===== src/rtl/result_requant_drain_if.sv =====
// Bundle between the systolic array result port and the row consumer.
// The result_requant_drain block connects through the slave view.
interface result_requant_drain_if #(
    parameter int N       = 7,
    parameter int SHIFT_W = 5
);
    localparam int IDX_W = (N > 1) ? $clog2(N) : 1;

    logic [N-1:0][N-1:0][31:0] i_c;
    logic                      i_validResult;
    logic [SHIFT_W-1:0]        i_shift;
    logic [N-1:0][7:0]         o_row;
    logic [IDX_W-1:0]          o_rowIdx;
    logic                      o_valid;
    logic                      i_ready;
    logic                      o_last;
    logic                      o_busy;
    logic                      o_dropped;

    modport slave (
        input  i_c, i_validResult, i_shift, i_ready,
        output o_row, o_rowIdx, o_valid, o_last, o_busy, o_dropped
    );

    modport master (
        output i_c, i_validResult, i_shift, i_ready,
        input  o_row, o_rowIdx, o_valid, o_last, o_busy, o_dropped
    );
endinterface


===== src/rtl/result_requant_drain.sv =====
// Captures an N x N int32 result matrix and drains it one requantized int8 row
// per accepted transfer, with rounding right shift and saturation on the selected row.
module result_requant_drain #(
    parameter int N       = 7,
    parameter int SHIFT_W = 5
) (
    input  logic                 i_clk,
    input  logic                 i_arst,
    result_requant_drain_if.slave bus
);
    localparam int               IDX_W    = (N > 1) ? $clog2(N) : 1;
    localparam logic [IDX_W-1:0] LAST_ROW = IDX_W'(N - 1);

    typedef enum logic {
        IDLE  = 1'b0,
        DRAIN = 1'b1
    } state_t;

    state_t             state_reg, state_next;
    logic [IDX_W-1:0]   row_reg, row_next;
    logic               dropped_reg, dropped_next;
    logic [31:0]        c_reg [N][N];
    logic [SHIFT_W-1:0] shift_reg;

    logic       valid;
    logic       last_row;
    logic       transfer;
    logic       capture;
    logic [7:0] q_row [N];

    assign valid    = (state_reg == DRAIN);
    assign last_row = (row_reg == LAST_ROW);
    assign transfer = valid && bus.i_ready;
    // New data is taken when idle, or exactly as the last row leaves so there is no bubble.
    assign capture  = !i_arst && bus.i_validResult && (!valid || (transfer && last_row));

    always_ff @(posedge i_clk) begin
        if (i_arst) begin
            state_reg   <= IDLE;
            row_reg     <= '0;
            dropped_reg <= 1'b0;
        end else begin
            state_reg   <= state_next;
            row_reg     <= row_next;
            dropped_reg <= dropped_next;
        end
    end

    // Matrix and shift hold their value until the next accepted capture; no reset needed.
    always_ff @(posedge i_clk) begin
        if (capture) begin
            shift_reg <= bus.i_shift;
            for (int r = 0; r < N; r++) begin
                for (int k = 0; k < N; k++) begin
                    c_reg[r][k] <= bus.i_c[r][k];
                end
            end
        end
    end

    always_comb begin
        state_next   = state_reg;
        row_next     = row_reg;
        dropped_next = 1'b0;
        case (state_reg)
            IDLE: begin
                if (capture) begin
                    state_next = DRAIN;
                    row_next   = '0;
                end
            end
            DRAIN: begin
                if (capture) begin
                    row_next = '0;
                end else if (transfer) begin
                    if (last_row) begin
                        state_next = IDLE;
                        row_next   = '0;
                    end else begin
                        row_next = row_reg + IDX_W'(1);
                    end
                end
                dropped_next = bus.i_validResult && !capture;
            end
            default: begin
                state_next = IDLE;
                row_next   = '0;
            end
        endcase
    end

    genvar gi;
    generate
        for (gi = 0; gi < N; gi++) begin : g_requant
            logic [31:0]        c_sel;
            logic signed [32:0] x_ext;
            logic signed [32:0] bias;
            logic signed [32:0] sum;
            logic signed [32:0] y;
            logic [7:0]         y_sat;

            // 33-bit sum keeps x + 2^(s-1) from wrapping at the int32 limits.
            always_comb begin
                c_sel = c_reg[row_reg][gi];
                x_ext = $signed({c_sel[31], c_sel});
                bias  = (shift_reg == '0) ? 33'sd0 : (33'sd1 <<< (shift_reg - SHIFT_W'(1)));
                sum   = x_ext + bias;
                y     = sum >>> shift_reg;
                if (y > 33'sd127) begin
                    y_sat = 8'h7F;
                end else if (y < -33'sd128) begin
                    y_sat = 8'h80;
                end else begin
                    y_sat = y[7:0];
                end
            end

            assign q_row[gi] = y_sat;
        end
    endgenerate

    always_comb begin
        bus.o_valid   = valid;
        bus.o_busy    = valid;
        bus.o_last    = valid && last_row;
        bus.o_rowIdx  = valid ? row_reg : '0;
        bus.o_dropped = dropped_reg;
        for (int k = 0; k < N; k++) begin
            bus.o_row[k] = valid ? q_row[k] : 8'h00;
        end
    end
endmodule


===== src/flat_wrapper.sv =====
// flat-port wrapper written by rule: the top's interface ports become plain ports
module result_requant_drain_flat 
#(
    parameter int N       = 7,
    parameter int SHIFT_W = 5
)
  (i_clk, i_arst, bus_i_c, bus_i_validResult, bus_i_shift, bus_i_ready, bus_o_row, bus_o_rowIdx, bus_o_valid, bus_o_last, bus_o_busy, bus_o_dropped);
  result_requant_drain_if #(.N(N), .SHIFT_W(SHIFT_W)) bus_i ();
  input  logic i_clk;
  input  logic i_arst;
  input wire logic [$bits(bus_i.i_c)-1:0] bus_i_c;
  input wire logic [$bits(bus_i.i_validResult)-1:0] bus_i_validResult;
  input wire logic [$bits(bus_i.i_shift)-1:0] bus_i_shift;
  input wire logic [$bits(bus_i.i_ready)-1:0] bus_i_ready;
  output wire logic [$bits(bus_i.o_row)-1:0] bus_o_row;
  output wire logic [$bits(bus_i.o_rowIdx)-1:0] bus_o_rowIdx;
  output wire logic [$bits(bus_i.o_valid)-1:0] bus_o_valid;
  output wire logic [$bits(bus_i.o_last)-1:0] bus_o_last;
  output wire logic [$bits(bus_i.o_busy)-1:0] bus_o_busy;
  output wire logic [$bits(bus_i.o_dropped)-1:0] bus_o_dropped;
  assign bus_i.i_c = bus_i_c;
  assign bus_i.i_validResult = bus_i_validResult;
  assign bus_i.i_shift = bus_i_shift;
  assign bus_i.i_ready = bus_i_ready;
  assign bus_o_row = bus_i.o_row;
  assign bus_o_rowIdx = bus_i.o_rowIdx;
  assign bus_o_valid = bus_i.o_valid;
  assign bus_o_last = bus_i.o_last;
  assign bus_o_busy = bus_i.o_busy;
  assign bus_o_dropped = bus_i.o_dropped;
  result_requant_drain #(.N(N), .SHIFT_W(SHIFT_W)) u_core (.i_clk(i_clk), .i_arst(i_arst), .bus(bus_i));
endmodule

===== config.mk =====
export PLATFORM = sky130hd
export DESIGN_NAME = result_requant_drain_flat
export DESIGN_NICKNAME = d
export VERILOG_FILES = /design/src/rtl/result_requant_drain_if.sv /design/src/rtl/result_requant_drain.sv /design/src/flat_wrapper.sv
export SDC_FILE = /design/constraint.sdc
export NUM_CORES = 2
export LEC_CHECK = 0
export CORE_AREA = 2 2 635 637
export CTS_CLUSTER_SIZE = 10
export DETAILED_ROUTE_END_ITERATION = 6
export DIE_AREA = 0 0 637 639
export SLEW_MARGIN = 20
export SYNTH_ARGS = -nofsm -noshare
export SYNTH_HDL_FRONTEND = slang
export SYNTH_SLANG_ARGS = --single-unit

===== constraint.sdc =====
create_clock -name i_clk -period 153.8 [get_ports i_clk]
set_input_delay 30.76 -clock i_clk [delete_from_list [all_inputs] [get_ports i_clk]]
set_output_delay 30.76 -clock i_clk [all_outputs]
set_load 0.01 [all_outputs]

==> qor.csv <==
metric,value,unit
status,completed,
ys_types,134,
clk_pin_slew,90,ps
ys_ff_latch,1581,
antenna_found_initial,246,
rrSetupSlack,146760,ps
syn_area_per_cell,10.92,um^2
antenna_left,0,
drive_gt1_share,10.56,%
clock_latency,930,ps
grt_pass1_wl,778000,um
hold_violations,0,
fillCellCount,41057,
die_h,639,um
gp_congestion,1.015,
finalCriticalPeriod,41690,ps
post-cts-setup-buffer-count,0,
synthCells,8880,
clk_root_buffer_cell,clkbuf_16,
relSlewSlack,12.54,%
drc,0,
worstSetupEndpointType,output pin,
grt_busiest_layer,met2,
cts_resized,0,
rsz0062_at_grt,false,
syn_area,96950,um^2
gr-total-overflow,0,
num_rows,233,
report.final.slew_viol_count,0,
htreeDepth,4,
finalCritPeriodShare,27.10,%
synth_enable_flop_cells,1573,
drt-vias-per-instance,5.678,
area_growth,29.91,%
worstReg2RegEnd,u_core.c_reg[0][89],
fin_tns_setup,0,ps
max_freq,0.02399,GHz
switching_share,28.89,%
synth_warnings,0,
clk_path_buf_depth,4,
p_clk_share,36.9,%
synth_ff_type,edfxtp_1,
critical_path_required,123040,ps
nets,12146,
cts_tree,yes,
grt_pass1_vias,84502,
setup_violations,0,
use_met1,35.01,%
fin_skew,49.19,ps
grt_max_degree,164,
dieWidth,637,um
drtIter0Drc,12099,
cts_buffers,195,
pwr_density_cell,9.203,nW/um^2
max-cap-violations,0,
vdd.ir_drop.worst,0.01247,mV
hold_buffers,0,
worstMarginPinSlew,1309,ps
hp-class,reg2reg,
coreArea,400900,um^2
r2r_start,u_core.row_reg[1],
worstSetupPathType,reg2out,
seqPwrFrac,43.2,%
vias,90314,
reg2reg_depth,11,
postRouteWirelength,599600,um
p_int,0.0008243,W
synth_seq_area_share,48.89,%
initial_core_util,24.19,%
io_buffers,1639,
cp_data_arrival_time,10920,ps
use_met3,7.816,%
async_flop_share,0,%
whs_path_depth,2,
critPathMaxFanout,67,
cts.sinks,1581,
crit_path_start_kind,flop,
routedWlPerCell,37.70,um
ios,1640,
fp.dieArea,407000,um^2
power.switching,0.0003348,W
p_leak,42.76,nW
grtUsageMet2,43.68,%
hold_ws,617.5,ps
hold_start,u_core.row_reg[1],
grt_usage,28.13,%
largest_reg_flops,1568,
dr.pass1.iters,7,
combPwrFrac,19.9,%
hpwl,477000,um
## power groups by stage
stage / Sequential [W] / Clock, W / Combinational [W]
6_report: 0.000501 / 0.000427 / 0.000231
5_1_grt: 0.000502 / 0.000450 / 0.000241
4_1_cts: 0.000501 / 0.000435 / 0.000226
3_5_place_dp: 0.000509 / 0 / 0.000225
3_3_place_gp: 0.000509 / 0 / 0.000225
2_1_floorplan: 0.000552 / 0 / 0.000106
## cell usage in the layout, fill, tap and decap left out, types with 108 or more instances in the layout
cell type	count
nor2_1	606
a31oi_1	109
clkbuf_16	196
a21oi_1	605
diode_2	125
nand2_1	717
nand2b_1	117
nor3_1	204
xnor2_1	144
mux4_2	175
buf_4	298
o21ai_0	443
edfxtp_1	1573
clkdlybuf4s50_1	1639
ha_1	147
o22ai_1	108
o211ai_1	203
mux2_2	138
a211oi_1	154
a21o_1	134
nand3_1	293
mux2i_1	463
## synthesized netlist by cell type, drive strengths merged (175+ instances only)
library cell | count | area share, %
a21oi | 616 | 3.2
buf | 199 | 1.2
clkbuf | 409 | 1.6
edfxtp | 1573 | 49
mux2i | 469 | 4.8
mux4 | 175 | 4.1
nand2 | 727 | 2.8
nand3 | 293 | 1.5
nor2 | 633 | 2.5
nor3 | 211 | 1.1
o211ai | 214 | 1.7
o21ai | 513 | 2.7
## worst max-delay path by stage
stage | from | to | slack, ps | cells after the start
after floorplan | bus_i_ready | u_core.c_reg[0][0] | 54300 | 2
after global placement | flop | bus_o_row[17] | 113140 | 23
after detailed placement | flop | bus_o_row[12] | 113320 | 23
final | flop | bus_o_row[37] | 112120 | 22
after global routing | flop | bus_o_row[5] | 111680 | 24
after CTS | flop | bus_o_row[12] | 112230 | 23
## final cells by class
| class | instances | area, um^2 | share of cell area, % |
|---|---|---|---|
| flip-flops and latches | 1581 | 47410 | 37.64 |
| multi-input cells | 6595 | 46820 | 37.17 |
| repair buffers | 1947 | 18840 | 14.96 |
| well taps | 5287 | 6615 | 5.252 |
| clock buffers | 224 | 5020 | 3.986 |
| clock inverters | 45 | 529.3 | 0.4202 |
| inverters | 102 | 402.9 | 0.3199 |
| diodes | 125 | 312.8 | 0.2484 |
## kinds of logic after synthesis
| group | count (synthesis) | synth area share, % |
|---|---|---|
| other | 1 | 0.003868 |
| buffers and inverters | 710 | 3.188 |
| AOI/OAI and AO/OA | 2808 | 20.15 |
| and+or+nand+nor | 2620 | 13.20 |
| xor gates and xnor gates | 201 | 1.844 |
| muxes | 785 | 10.55 |
| DFF | 1581 | 48.89 |
| adders and majority gates | 174 | 2.177 |
## critical path, stage by stage, from the launching register on
cell	delay, ps
dfxtp_4	700
buf_4	740
buf_4	530
buf_4	610
mux4_2	390
nand2_1	70
o21ai_0	460
ha_1	650
a21o_1	140
a211oi_1	70
a31oi_1	220
a21oi_1	90
o21bai_1	330
nand4_1	370
and4_1	360
o41ai_2	730
a221oi_1	410
a22oi_1	310
o211ai_1	180
or4_1	640
o41ai_4	1070
a31oi_1	180
clkdlybuf4s50_1	550
## stage by stage
stage          util (%)  instances  worst slack, ps  cell area (um^2)  total power [W]
2_1_floorplan         -       8886            54300             96970        0.0006574
3_3_place_gp      29.94      15510           113140            120000        0.0007346
3_5_place_dp      29.94      15511           113320            120000        0.0007345
4_1_cts           31.33      15780           112230            125600         0.001162
5_1_grt           31.37      15829           111680            125800         0.001193
6_report          31.42      15906           112120            125900         0.001159
## layer usage
metal | part of all wire [%] | up-vias
met1 | 39 | 45181
li1 | - | 38397
met4 | 6.4 | 108
met5 | 0.12 | -
met2 | 45 | 5485
met3 | 9.7 | 1143
(Power assumes the default switching activity.)
